$ cat config.mk
export PLATFORM = sky130hd
export DESIGN_NAME = mem_bus_arbiter
export DESIGN_NICKNAME = d
export VERILOG_FILES = /design/src/rtl/mem_bus_arbiter.sv
export SDC_FILE = /design/constraint.sdc
export NUM_CORES = 1
export LEC_CHECK = 0
export BUFFER_PORTS_ARGS = -buffer_cell sky130_fd_sc_hd__buf_2
export CORE_MARGIN = 2
export CORE_UTILIZATION = 50
export CTS_BUF_LIST = sky130_fd_sc_hd__clkbuf_2 sky130_fd_sc_hd__clkbuf_4 sky130_fd_sc_hd__clkbuf_8
export CTS_CLUSTER_SIZE = 14
export DETAILED_ROUTE_END_ITERATION = 10
export PLACE_DENSITY = 0.82
export SYNTH_ARGS = -nofsm -noshare
export SYNTH_HDL_FRONTEND = slang
export SYNTH_SLANG_ARGS = --single-unit
$ cat constraint.sdc
create_clock -name clk -period 2.45 [get_ports clk]
set_input_delay 0.3675 -clock clk [delete_from_list [all_inputs] [get_ports clk]]
set_output_delay 0.3675 -clock clk [all_outputs]
set_load 0.02 [all_outputs]
$ cat src/rtl/mem_bus_arbiter.sv
// Round-robin arbiter sharing one external memory bus between the CPU datapath
// and a DMA/debug requester, with wait-state support and a timeout abort.
module mem_bus_arbiter #(
  parameter int unsigned ADDR_W  = 8,
  parameter int unsigned DATA_W  = 8,
  parameter int unsigned TIMEOUT = 15
) (
  input  logic              clk,
  input  logic              reset_n,
  input  logic              cpu_req,
  input  logic              cpu_we,
  input  logic [ADDR_W-1:0] cpu_addr,
  input  logic [DATA_W-1:0] cpu_wdata,
  output logic [DATA_W-1:0] cpu_rdata,
  output logic              cpu_done,
  output logic              cpu_stall,
  input  logic              dma_req,
  input  logic              dma_we,
  input  logic [ADDR_W-1:0] dma_addr,
  input  logic [DATA_W-1:0] dma_wdata,
  output logic [DATA_W-1:0] dma_rdata,
  output logic              dma_done,
  output logic              mem_valid,
  output logic              mem_we,
  output logic [ADDR_W-1:0] mem_addr,
  output logic [DATA_W-1:0] mem_wdata,
  input  logic [DATA_W-1:0] mem_rdata,
  input  logic              mem_ready,
  output logic              timeout_err,
  input  logic              err_clear
);

  localparam int unsigned CNT_W = $clog2(TIMEOUT + 1);

  typedef enum logic [1:0] {IDLE, BUS, RESP} state_t;

  state_t             state_q, state_d;
  logic               start_c, finish_c, abort_c, pick_dma_c;
  logic               gnt_dma_q, last_dma_q;
  logic [CNT_W-1:0]   cnt_q;
  logic [DATA_W-1:0]  rd_val_c;

  // The control unit gates PC/RegWrite on this while a CPU access is outstanding.
  assign cpu_stall = cpu_req & ~cpu_done;
  assign rd_val_c  = abort_c ? {DATA_W{1'b1}} : mem_rdata;

  always_ff @(posedge clk or negedge reset_n) begin
    if (!reset_n) state_q <= IDLE;
    else          state_q <= state_d;
  end

  always_comb begin
    state_d    = state_q;
    start_c    = 1'b0;
    finish_c   = 1'b0;
    abort_c    = 1'b0;
    pick_dma_c = 1'b0;
    unique case (state_q)
      IDLE: begin
        if (cpu_req || dma_req) begin
          start_c    = 1'b1;
          // On a tie the requester that did not win last time goes first.
          pick_dma_c = dma_req && (!cpu_req || !last_dma_q);
          state_d    = BUS;
        end
      end
      BUS: begin
        if (mem_ready) begin
          finish_c = 1'b1;
          state_d  = RESP;
        end else if (cnt_q == CNT_W'(TIMEOUT - 1)) begin
          finish_c = 1'b1;
          abort_c  = 1'b1;
          state_d  = RESP;
        end
      end
      RESP:    state_d = IDLE;
      default: state_d = IDLE;
    endcase
  end

  // Bus latch, wait counter, completion pulses and read-data capture.
  always_ff @(posedge clk or negedge reset_n) begin
    if (!reset_n) begin
      gnt_dma_q   <= 1'b0;
      last_dma_q  <= 1'b1;
      cnt_q       <= '0;
      mem_valid   <= 1'b0;
      mem_we      <= 1'b0;
      mem_addr    <= '0;
      mem_wdata   <= '0;
      cpu_rdata   <= '0;
      dma_rdata   <= '0;
      cpu_done    <= 1'b0;
      dma_done    <= 1'b0;
      timeout_err <= 1'b0;
    end else begin
      cpu_done <= finish_c & ~gnt_dma_q;
      dma_done <= finish_c & gnt_dma_q;

      if (start_c) begin
        gnt_dma_q  <= pick_dma_c;
        last_dma_q <= pick_dma_c;
        cnt_q      <= '0;
        mem_valid  <= 1'b1;
        mem_we     <= pick_dma_c ? dma_we    : cpu_we;
        mem_addr   <= pick_dma_c ? dma_addr  : cpu_addr;
        mem_wdata  <= pick_dma_c ? dma_wdata : cpu_wdata;
      end else if (finish_c) begin
        mem_valid <= 1'b0;
      end else if (state_q == BUS) begin
        cnt_q <= cnt_q + CNT_W'(1);
      end

      if (finish_c && !mem_we) begin
        if (gnt_dma_q) dma_rdata <= rd_val_c;
        else           cpu_rdata <= rd_val_c;
      end

      if (abort_c)        timeout_err <= 1'b1;
      else if (err_clear) timeout_err <= 1'b0;
    end
  end

endmodule

# Yosys cells after proc, flatten, opt, wreduce, memory -nomap -nowiden
# Cells that the tools add are included.
dict set report classes {
  n_addsub 1
  order_cmp 0
  mux 24
  shifts 0
  eq_ne 5
  n_reduce_logical 15
  div 0
  n_mul 0
  bitwise 5
}
# cell count
set ops {}
lappend ops {{8-bit two-way mux} 3}
lappend ops {{1-bit two-way mux} 14}
lappend ops {{4-bit two-way mux} 3}
lappend ops {{2-bit AND reduction} 4}
lappend ops {{2-bit two-way mux} 3}
lappend ops {{2-bit nonzero test} 3}
lappend ops {{4-bit by 1-bit adder with 4-bit output (second input constant)} 1}
lappend ops {{4-bit == test (second input constant)} 1}
lappend ops {{2-bit inequality test (second input constant)} 2}
lappend ops {{2-bit one-hot mux with 2 select lines} 1}
lappend ops {{1-bit bitwise AND} 3}
lappend ops {{1-bit logical NOT} 3}
lappend ops {{3-bit inequality test (second input constant)} 1}
lappend ops {{2-bit by 1-bit == test with 1-bit output (second input constant)} 1}
lappend ops {{1-bit logical AND} 2}
lappend ops {{2-bit logical NOT} 1}
lappend ops {{1-bit logical OR} 2}
lappend ops {{1-bit NOT} 2}
dict set report totals {
  input_bits 48
  ff_bits 45
  elab_cells 63
  mem_bits_rw 0
  n_memories 0
  out_inout_bits 38
  latch_bits 0
  mem_bits_ro 0
}

# Longest topological paths before layout
# Gate-level depths: netlist of run 1.
dict set report depth {
  word_depth 6
  ltp_mapped 6
  ltp_nobuf 5
}

# Worst setup path after synthesis of run 1
# No wires, ideal clock.
dict set report synth_timing {
  kind {flip-flop to flip-flop}
  startpoint {register cnt_q[0]}
  endpoint {register dma_rdata[0]}
  n_path_buf 1
  setup_ns 0.125
  stages_incl_launch_ff 7
  period_less_slack_ns 1.845
  arrival_ns 1.720
  setup_slack_ns 0.605
  required_time_ns 2.325
  path_cell_list {dfrtp_1 -> inv_1 -> ha_1 -> a31oi_4 -> or4b_4 -> buf_6 -> mux2_4}
}
dict set report synth_between {
  elab_chain_cells 6
  word_cells_on_any_way 9
  classes_between {eq/ne (1); mux (6); reduce/logical (2)}
}
# item line_no
set synth_lines {}
lappend synth_lines {{from (decl)} 40} ;# logic [CNT_W-1:0] cnt_q;
lappend synth_lines {{from (signal assigned)} 112} ;# cnt_q <= cnt_q + CNT_W'(1);
lappend synth_lines {{4-bit == test *} 71} ;# end else if (cnt_q == CNT_W'(TIMEOUT - 1)) begin
lappend synth_lines {{1-bit two-way mux *} 71}
lappend synth_lines {{1-bit two-way mux} 68} ;# if (mem_ready) begin
lappend synth_lines {{1-bit two-way mux} 58} ;# unique case (state_q)
lappend synth_lines {{1-bit logical AND} 115} ;# if (finish_c && !mem_we) begin
lappend synth_lines {{2-bit AND reduction (no line)} n/a}
lappend synth_lines {{to (signal assigned)} 116} ;# if (gnt_dma_q) dma_rdata <= rd_val_c;
lappend synth_lines {{to (decl)} 21} ;# output logic [DATA_W-1:0] dma_rdata,
# Mark *: on every way between the ends. The rest lies on a longest branch, timed or not.
# A chain may end at the register's enable or synchronous reset.

# Worst setup path after layout of run 1
dict set report layout_timing {
  startpoint {register cnt_q[0]}
  endpoint {register dma_rdata[3]}
}
# The elaborated chain is that of the path after synthesis.

==> key figures, run 1 <==
Timing
  • Final setup vio count: 0
  • Final Cycle Share: 0.798
  • Clock Skews: 0.00179 ns
  • Max Clock Freq: 0.512 GHz
  • Number of slew-limit violations in the final report: 0
  • Hold Violations, Final: 0
  • Worst Tran Pin Value: 0.843 ns
  • Worst hold slack: 0.0197 ns
  • Final worst slack: 0.496 ns
  • Final TNS setup: 0 ns
  • Worst rel slew slack: 0.435
  • Fin crit period: 1.95 ns
  • RSZ-0062 raised after global routing: false

Clock tree
  • Clock Sinks: 45
  • Worst-Skew Late Latency: 0.29 ns
  • Post-CTS Setup Inserts: 0
  • Clk buf depth: 2
  • Root buffer cell: clkbuf_8
  • CTS Hold Bufs: 0
  • CTS tree: built
  • Resized cells post-CTS: 0
  • Cts bufs inserted: 5
  • Worst-path clk slew: 0.08 ns
  • Htree depth: 2

Floorplanning
  • Die span in y: 69.2 microns
  • Die width: 69.2 microns
  • Row count: 23
  • Die area: 0.00479 sq mm
  • # IOs: 86
  • Core area: 0.00406 sq mm
  • Initial Util: 0.524

Synthesis
  • Post-Syn Area: 0.00213 sq mm
  • Async set or reset register ratio after synthesis: 1.00
  • Avg Cell Area, Syn: 11.1 sq um
  • Top cells by area, synth: dfrtp_1 (52%), o31ai_1 (6.4%), mux2_4 (5.6%)
  • Synth Register Bits: 45
  • Number of enable flip-flop cells after synthesis: 0
  • Cells after synthesis: 191
  • Syn Nets: 241
  • Commonest register cell after synthesis: dfrtp_1
  • Post-synth top area cell: dfrtp_1
  • Area share of the largest cell type after synthesis: 0.518
  • Ys Warns: 0
  • Register area share after synthesis: 0.530
  • Netlist cell types: 33

Global routing
  • Largest net degree at the start of global routing: 26
  • Initial antenna violation count: 0
  • Grt ovf: 0
  • First-pass GRT wire length: 8760 microns
  • Number of global-route vias before repair: 1958
  • Overall routing resource usage: 0.226

Detailed routing
  • First-pass detailed-route iteration total: 4
  • Via density: 5.56
  • DRC viols: 0
  • WL/cell: 15.3 microns
  • DRT iter0 DRCs: 107
  • DRT antenna net count: 0
  • Detailed-route via count: 1813
  • Post-Route WL: 4980 microns

Cells and area
  • Layout area overhead: 26.6%
  • Most frequent cells in the layout: buf_2 (85), dfrtp_1 (44), nor2_1 (21), o21ai_0 (21), a21oi_1 (21)
  • Layout Utilization: 0.664
  • Share of post-route cells with drive strength above 1: 0.446
  • # nets final: 325
  • Most common cell after layout, fill and taps aside: buf_2
  • Diodes inserted: 0

Critical path
  • Crit path kind: reg2reg
  • Flop-to-flop setup slack: 0.50 ns
  • Arrival @ worst endpoint: 2.13 ns
  • Crit end category: register
  • Worst Path Required: 2.63 ns
  • Crit path launch type: register
  • Worst-path maximum fanout: 8

Place
  • Gpl congestion: 0.776
  • Post-DP HPWL: 3660 microns
  • Pre-CTS WS: 0.505 ns
  • Port Buf Inserts: 85

Flow run
  • Max-cap violation count: 0

Power
  • Pwr per Cell Area: 1240 mW/mm^2
  • Leakage power: 1.37 nW
  • Worst VDD drop: 0.625 mV
  • Power, Total: 3.34 mW

Min path
  • Hold WC Path Type: in2async

Outcome
  • Status: complete, no violations
==> metrics by stage <==
stage | cell area, sq um | cells
after global placement | 2590 | 318
after global routing | 2690 | 326
after CTS | 2690 | 326
after floorplan | 2130 | 191
after detailed placement | 2590 | 318
final | 2690 | 326
==> layer usage <==
layer  wire length (microns)  part of all wire  global-route usage  vias to the layer above
li1                        -                 -                   -                      873
met2                    2630              0.53               0.399                       57
met3                     276             0.055              0.0552                        5
met1                    2020              0.41               0.271                      878
met5                       0                 0                   0                        -
met4                      51             0.010              0.0697                        0
==> sequential cells by signal (all words and copies together), names as in the netlist <==
signal,flops
state_q,2
timeout_err,1
cpu_rdata,8
gnt_dma_q,1
cpu_done,1
mem_we,1
dma_done,1
mem_addr,8
mem_valid,1
dma_rdata,8
cnt_q,4
mem_wdata,8
last_dma_q,1
==> report_power, final <==
part	switching, mW	internal [mW]
logic	0.937	0.625
registers	0.208	1.08
clock network	0.237	0.255
total	1.38	1.96
==> worst max-delay path, cell delays in order (launching register included) <==
cell and delay, ns:
dfrtp_1 0.41, inv_1 0.10, ha_1 0.23, a31oi_4 0.15
or4b_4 0.62, mux2_4 0.33
==> synth_stat cells (all sizes together), types with 2 or more instances <==
library cell  count
clkbuf           10
nand3             4
buf               2
mux2             16
nor2             21
a21o              8
ha                2
o21ai            22
a21oi            21
or3               2
inv               2
o31ai            18
dfrtp            44
a22o              2
==> path summary, 6_finish.rpt <==
kind | to | start | depth (start not counted)
max in group asynchronous | dma_rdata[7]$_DFFE_PN0P_ | reset_n | 2
hold / removal | mem_addr[5]$_DFFE_PN0P_ | reset_n | 1
min in group clk | timeout_err$_DFFE_PN0P_ | err_clear | 2
hold reg to reg | cpu_rdata[2]$_DFFE_PN0P_ | cpu_rdata[2]$_DFFE_PN0P_ | 1
setup reg to reg | dma_rdata[3]$_DFFE_PN0P_ | cnt_q[0]$_DFFE_PN0P_ | 5
setup / recovery | dma_rdata[3]$_DFFE_PN0P_ | cnt_q[0]$_DFFE_PN0P_ | 5
==> logic make-up (layout without fill, tap and decap cells) <==
logic type / Yosys count / after routing / synth area share
DFF: 45 / 45 / 0.530
AOI/OAI and AO/OA: 75 / 75 / 0.224
adders and majority gates: 2 / 2 / 0.0118
muxes: 17 / 17 / 0.104
buffers and inverters: 14 / 99 / 0.0288
and+or+nand+nor: 38 / 38 / 0.102
==> cell type report <==
type,instances,area (sq um)
fill,326,1370
inverter,2,7.51
multi-input combinational,132,938
timing repair buffer,89,455
tap,50,62.6
sequential,45,1130
clock buffer,7,96.3
clock inverter,1,5.00
(Power assumes the default switching activity.)
==> inputs of run 2 (changes only) <==
- CORE_UTILIZATION: 50 -> 45
- PLACE_DENSITY: 0.82 -> 0.78
- clock period: 2.45 -> 1.7 ns (I/O delays scaled with it)
==> run 2 against run 1 <==
The flow now finishes with violations (negative setup slack); register-to-register slack worse by 0.54 ns; utilization down 5.1 points; count of clock-buffer cells in the layout up 1; via count up 2.4%; highest routed layer unchanged.
==> key figures, run 2 (synthesis gave the netlist of run 1 again) <==
Detailed routing
  • DRT iter0 DRCs: 88
  • WL/cell: 15.1 microns
  • DRT antenna net count: 0
  • Via density: 5.38
  • Detailed-route via count: 1857
  • First-pass detailed-route iteration total: 6
  • Post-Route WL: 5200 microns
  • DRC viols: 0

Timing
  • Clock Skews: 0.00578 ns
  • Hold Violations, Final: 0
  • Final Cycle Share: 1.02
  • Final worst slack: -0.0413 ns
  • Worst rel slew slack: 0.622
  • RSZ-0062 raised after global routing: true
  • Number of slew-limit violations in the final report: 0
  • Fin crit period: 1.74 ns
  • Worst Tran Pin Value: 0.567 ns
  • Final setup vio count: 14
  • Max Clock Freq: 0.574 GHz

Floorplanning
  • # IOs: 86
  • Core area: 0.00463 sq mm
  • Die area: 0.00529 sq mm
  • Row count: 25
  • Initial Util: 0.459
  • Die width: 72.8 microns
  • Die span in y: 72.8 microns

Global routing
  • Largest net degree at the start of global routing: 26
  • First-pass GRT wire length: 8550 microns
  • Grt ovf: 0
  • Initial antenna violation count: 0
  • Overall routing resource usage: 0.210
  • Number of global-route vias before repair: 1853

Power
  • Power, Total: 5.01 mW
  • Pwr per Cell Area: 1760 mW/mm^2
  • Leakage power: 1.44 nW
  • Worst VDD drop: 0.932 mV

Critical path
  • Critical path's slowest cell: or4b_4
  • CP cell instances: inv_2, ha_4, a31oi_4, or4b_4, mux2_4
  • R2R cell count: 5
  • Cell family with most CP delay: simple AND/OR/NAND/NOR gates
  • Critical path's largest stage delay: 0.60 ns
  • Crit end category: register
  • Flop-to-flop setup slack: -0.04 ns
  • Cell depth of the worst setup path: 5
  • CP bufs+invs: 1
  • Worst Path Required: 1.88 ns
  • Arrival @ worst endpoint: 1.92 ns
  • Crit path kind: reg2reg
  • Crit path launch type: register
  • Worst-path maximum fanout: 8

Cells and area
  • Share of post-route cells with drive strength above 1: 0.478
  • Layout area overhead: 33.4%
  • # nets final: 340
  • Most frequent cells in the layout: buf_2 (85), dfrtp_1 (44), nor2_1 (21), o21ai_0 (21), a21oi_1 (21)
  • Most common cell after layout, fill and taps aside: buf_2
  • Diodes inserted: 0
  • # fillers: 405
  • Finished Layout Cells: 345
  • Finished Cell Area: 0.00284 sq mm

Place
  • Port Buf Inserts: 85
  • Cells after DPL: 335
  • Gpl congestion: 0.865
  • Area after DPL: 0.00271 sq mm
  • Post-DP HPWL: 3830 microns
  • Pre-CTS WS: -0.103 ns

Flow run
  • Max-cap violation count: 0

Clock tree
  • Htree depth: 2
  • CTS tree: built
  • Root buffer cell: clkbuf_8
  • Worst-Skew Late Latency: 0.29 ns
  • Clk buf depth: 2
  • Worst-path clk slew: 0.08 ns
  • Cts bufs inserted: 5
  • Clock Sinks: 45

Min path
  • Hold WC Path Type: in2reg
  • Worst hold path depth: 2

Outcome
  • Failing checks: negative setup slack
  • Status: finished with violations
## run 2: changes by cell type in the layout (fill, tap and decap cells not counted), sizes merged
| cell | previous run | this run |
|---|---|---|
| clkbuf | 7 | 8 |
| buf | 89 | 103 |
| dlygate4sd3 | 0 | 1 |
| clkinv | 1 | 0 |
## run 2: cell type report
cell class / count / area, sq um / share of cell area
clock buffer: 8 / 97.6 / 0.0344
inverter: 2 / 7.51 / 0.00265
multi-input combinational: 132 / 951 / 0.335
sequential: 45 / 1130 / 0.397
tap: 54 / 67.6 / 0.0238
timing repair buffer: 104 / 587 / 0.207
## run 2: routing by layer
layer,up-vias,GRT usage,routed length (microns)
met5,-,0,0
met4,0,0.0679,100
met3,11,0.0470,235
met2,53,0.358,2640
met1,891,0.267,2220
li1,902,-,-
## run 2: worst reg2reg max path, cell delays in order, from the launching register on
cell     delay [ns]
dfrtp_1        0.39
inv_2          0.08
ha_4           0.14
a31oi_4        0.08
or4b_4         0.60
mux2_4         0.34
## run 2: final timing paths
kind	from	to
min reg2reg	cpu_rdata[4]$_DFFE_PN0P_	cpu_rdata[4]$_DFFE_PN0P_
max in group asynchronous	reset_n	last_dma_q$_DFFE_PN1P_
min	err_clear	timeout_err$_DFFE_PN0P_
max	cnt_q[0]$_DFFE_PN0P_	dma_rdata[7]$_DFFE_PN0P_
min in group asynchronous	reset_n	cpu_rdata[2]$_DFFE_PN0P_
max reg2reg	cnt_q[0]$_DFFE_PN0P_	dma_rdata[7]$_DFFE_PN0P_
## run 2: what timing repair did
action	CTS	global route
hold endpoints to repair	20	0
hold buffers	1	0
resized for setup	2	1
pin swaps	3	1
setup endpoints to repair	16	17
setup buffers	1	0
## run 2: through the flow
| step | utilization | TNS [ns] | hold WS, ns |
|---|---|---|---|
| finish | 0.613 | -0.352 | 0.145 |
| global route | 0.613 | -1.45 | 0.140 |
| CTS | 0.612 | -0.564 | 0.138 |
| global placement | 0.585 | -0.542 | 0.243 |
| floorplan | - | -1.05 | -0.0406 |
| detailed placement | 0.585 | -0.797 | 0.250 |
## run 2: report_power, final
| part | total (mW) | switching [mW] | leakage, nW | internal, mW |
|---|---|---|---|---|
| logic | 2.45 | 1.40 | 0.835 | 1.05 |
| clock network | 0.708 | 0.344 | 0.0523 | 0.364 |
| registers | 1.85 | 0.289 | 0.557 | 1.56 |
| total | 5.01 | 2.03 | 1.44 | 2.97 |
==> inputs of run 3 (changes only) <==
- SETUP_SLACK_MARGIN: unset -> 0.02
==> run 3 against run 2 <==
The flow still finishes with violations (negative setup slack); sequential cell count unchanged; count of clock-buffer cells in the layout unchanged; sequential power about the same.
==> key figures, run 3 (synthesis gave the netlist of run 1 again) <==
Outcome
  • Status: finished with violations
  • Failing checks: negative setup slack

Flow run
  • Max-cap violation count: 0

Timing
  • Worst rel slew slack: 0.622
  • Fin crit period: 1.74 ns
  • Number of slew-limit violations in the final report: 0
  • Final TNS setup: -0.352 ns
  • Worst Tran Pin Value: 0.567 ns
  • RSZ-0062 raised after global routing: true
  • Max Clock Freq: 0.574 GHz
  • Final setup vio count: 14
  • Final Cycle Share: 1.02
  • Hold Violations, Final: 0
  • Clock Skews: 0.00578 ns
  • Final worst slack: -0.0413 ns

Cells and area
  • Most frequent cells in the layout: buf_2 (85), dfrtp_1 (44), nor2_1 (21), o21ai_0 (21), a21oi_1 (21)
  • Share of post-route cells with drive strength above 1: 0.478
  • # fillers: 405
  • Diodes inserted: 0
  • Most common cell after layout, fill and taps aside: buf_2
  • Layout area overhead: 33.4%
  • # nets final: 340
  • Area of the multi-input gates: 951 sq um
  • Finished Layout Cells: 345
  • Register area: 0.00113 sq mm

Floorplanning
  • Core area: 0.00463 sq mm
  • Initial Util: 0.459
  • Die area: 0.00529 sq mm
  • # IOs: 86
  • Row count: 25
  • Die span in y: 72.8 microns
  • Die width: 72.8 microns

Place
  • Port Buf Inserts: 85
  • Cells after DPL: 335
  • Post-DP HPWL: 3830 microns
  • Gpl congestion: 0.865

Detailed routing
  • WL/cell: 15.1 microns
  • DRC viols: 0
  • WL met2: 2640 microns
  • Post-Route WL: 5200 microns
  • DRT iter0 DRCs: 88
  • Via density: 5.38
  • Detailed-route via count: 1857
  • Top layer reached by signal wires: met4
  • Met3 routed WL: 235 microns
  • DRT antenna net count: 0
  • Met1 Wirelength: 2220 microns
  • First-pass detailed-route iteration total: 6

Power
  • Worst VDD drop: 0.932 mV
  • Leakage power: 1.44 nW
  • Pwr per Cell Area: 1760 mW/mm^2

Clock tree
  • CTS tree: built
  • Worst-Skew Late Latency: 0.29 ns
  • Clk buf depth: 2
  • Clock Sinks: 45
  • Worst-path clk slew: 0.08 ns
  • Cts bufs inserted: 5
  • Root buffer cell: clkbuf_8
  • Htree depth: 2

Critical path
  • Worst Path Required: 1.88 ns
  • Crit end category: register
  • Arrival @ worst endpoint: 1.92 ns
  • Crit path launch type: register
  • Flop-to-flop setup slack: -0.04 ns
  • Worst-path maximum fanout: 8
  • Crit path kind: reg2reg

Global routing
  • Initial antenna violation count: 0
  • Number of global-route vias before repair: 1853
  • Largest net degree at the start of global routing: 26
  • Grt ovf: 0
  • Overall routing resource usage: 0.210
  • First-pass GRT wire length: 8550 microns

Min path
  • Hold WC Path Type: in2reg
run 3: cell counts in the layout (fill, tap and decap cells not counted):
No cell type changed its count.
run 3: routing by layer:
metal  track usage  vias to the layer above
met4        0.0679                        0
met2         0.358                       53
met1         0.267                      891
met3        0.0470                       11
met5             0                        -
li1              -                      902
run 3: critical path, stage by stage, from the launching register on:
cell and delay [ns]:
dfrtp_1 0.39, inv_2 0.08, ha_4 0.14, a31oi_4 0.08, or4b_4 0.60, mux2_4 0.33
run 3: report_power, final:
part / switching [mW] / leakage, nW / internal (mW)
logic: 1.40 / 0.835 / 1.05
clock network: 0.344 / 0.0523 / 0.364
registers: 0.289 / 0.557 / 1.56
total: 2.03 / 1.44 / 2.97
run 3: worst paths after layout:
kind	from	to	cells past startpoint
max	cnt_q[0]$_DFFE_PN0P_	dma_rdata[7]$_DFFE_PN0P_	5
max reg2reg	cnt_q[0]$_DFFE_PN0P_	dma_rdata[7]$_DFFE_PN0P_	5
min	err_clear	timeout_err$_DFFE_PN0P_	2
min in group asynchronous	reset_n	cpu_rdata[2]$_DFFE_PN0P_	2
max in group asynchronous	reset_n	last_dma_q$_DFFE_PN1P_	3
min reg2reg	cpu_rdata[4]$_DFFE_PN0P_	cpu_rdata[4]$_DFFE_PN0P_	1
run 3: timing repair:
item                       CTS  global route
hold endpoints to repair    20             0
cloned                       0             0
setup buffers                1             0
setup endpoints to repair   16            17
hold buffers                 1             0
pin swaps                    3             1
gates resized for setup      2             1
run 3: per-stage QoR:
step	worst slack [ns]	cell area (sq um)	hold WS [ns]	total power [mW]	util
after floorplan	-0.131	2130	-0.0406	3.38	-
after global placement	-0.0681	2710	0.243	4.22	0.585
after detailed placement	-0.103	2710	0.250	4.29	0.585
after CTS	-0.0662	2830	0.138	5.03	0.612
after global routing	-0.108	2840	0.140	5.36	0.613
final	-0.0413	2840	0.145	5.01	0.613
run 3: final cells by class:
class,count,share of cell area
Clock buffer,8,0.0344
Inverter,2,0.00265
Multi-Input combinational cell,132,0.335
Sequential cell,45,0.397
Tap cell,54,0.0238
Timing Repair Buffer,104,0.207
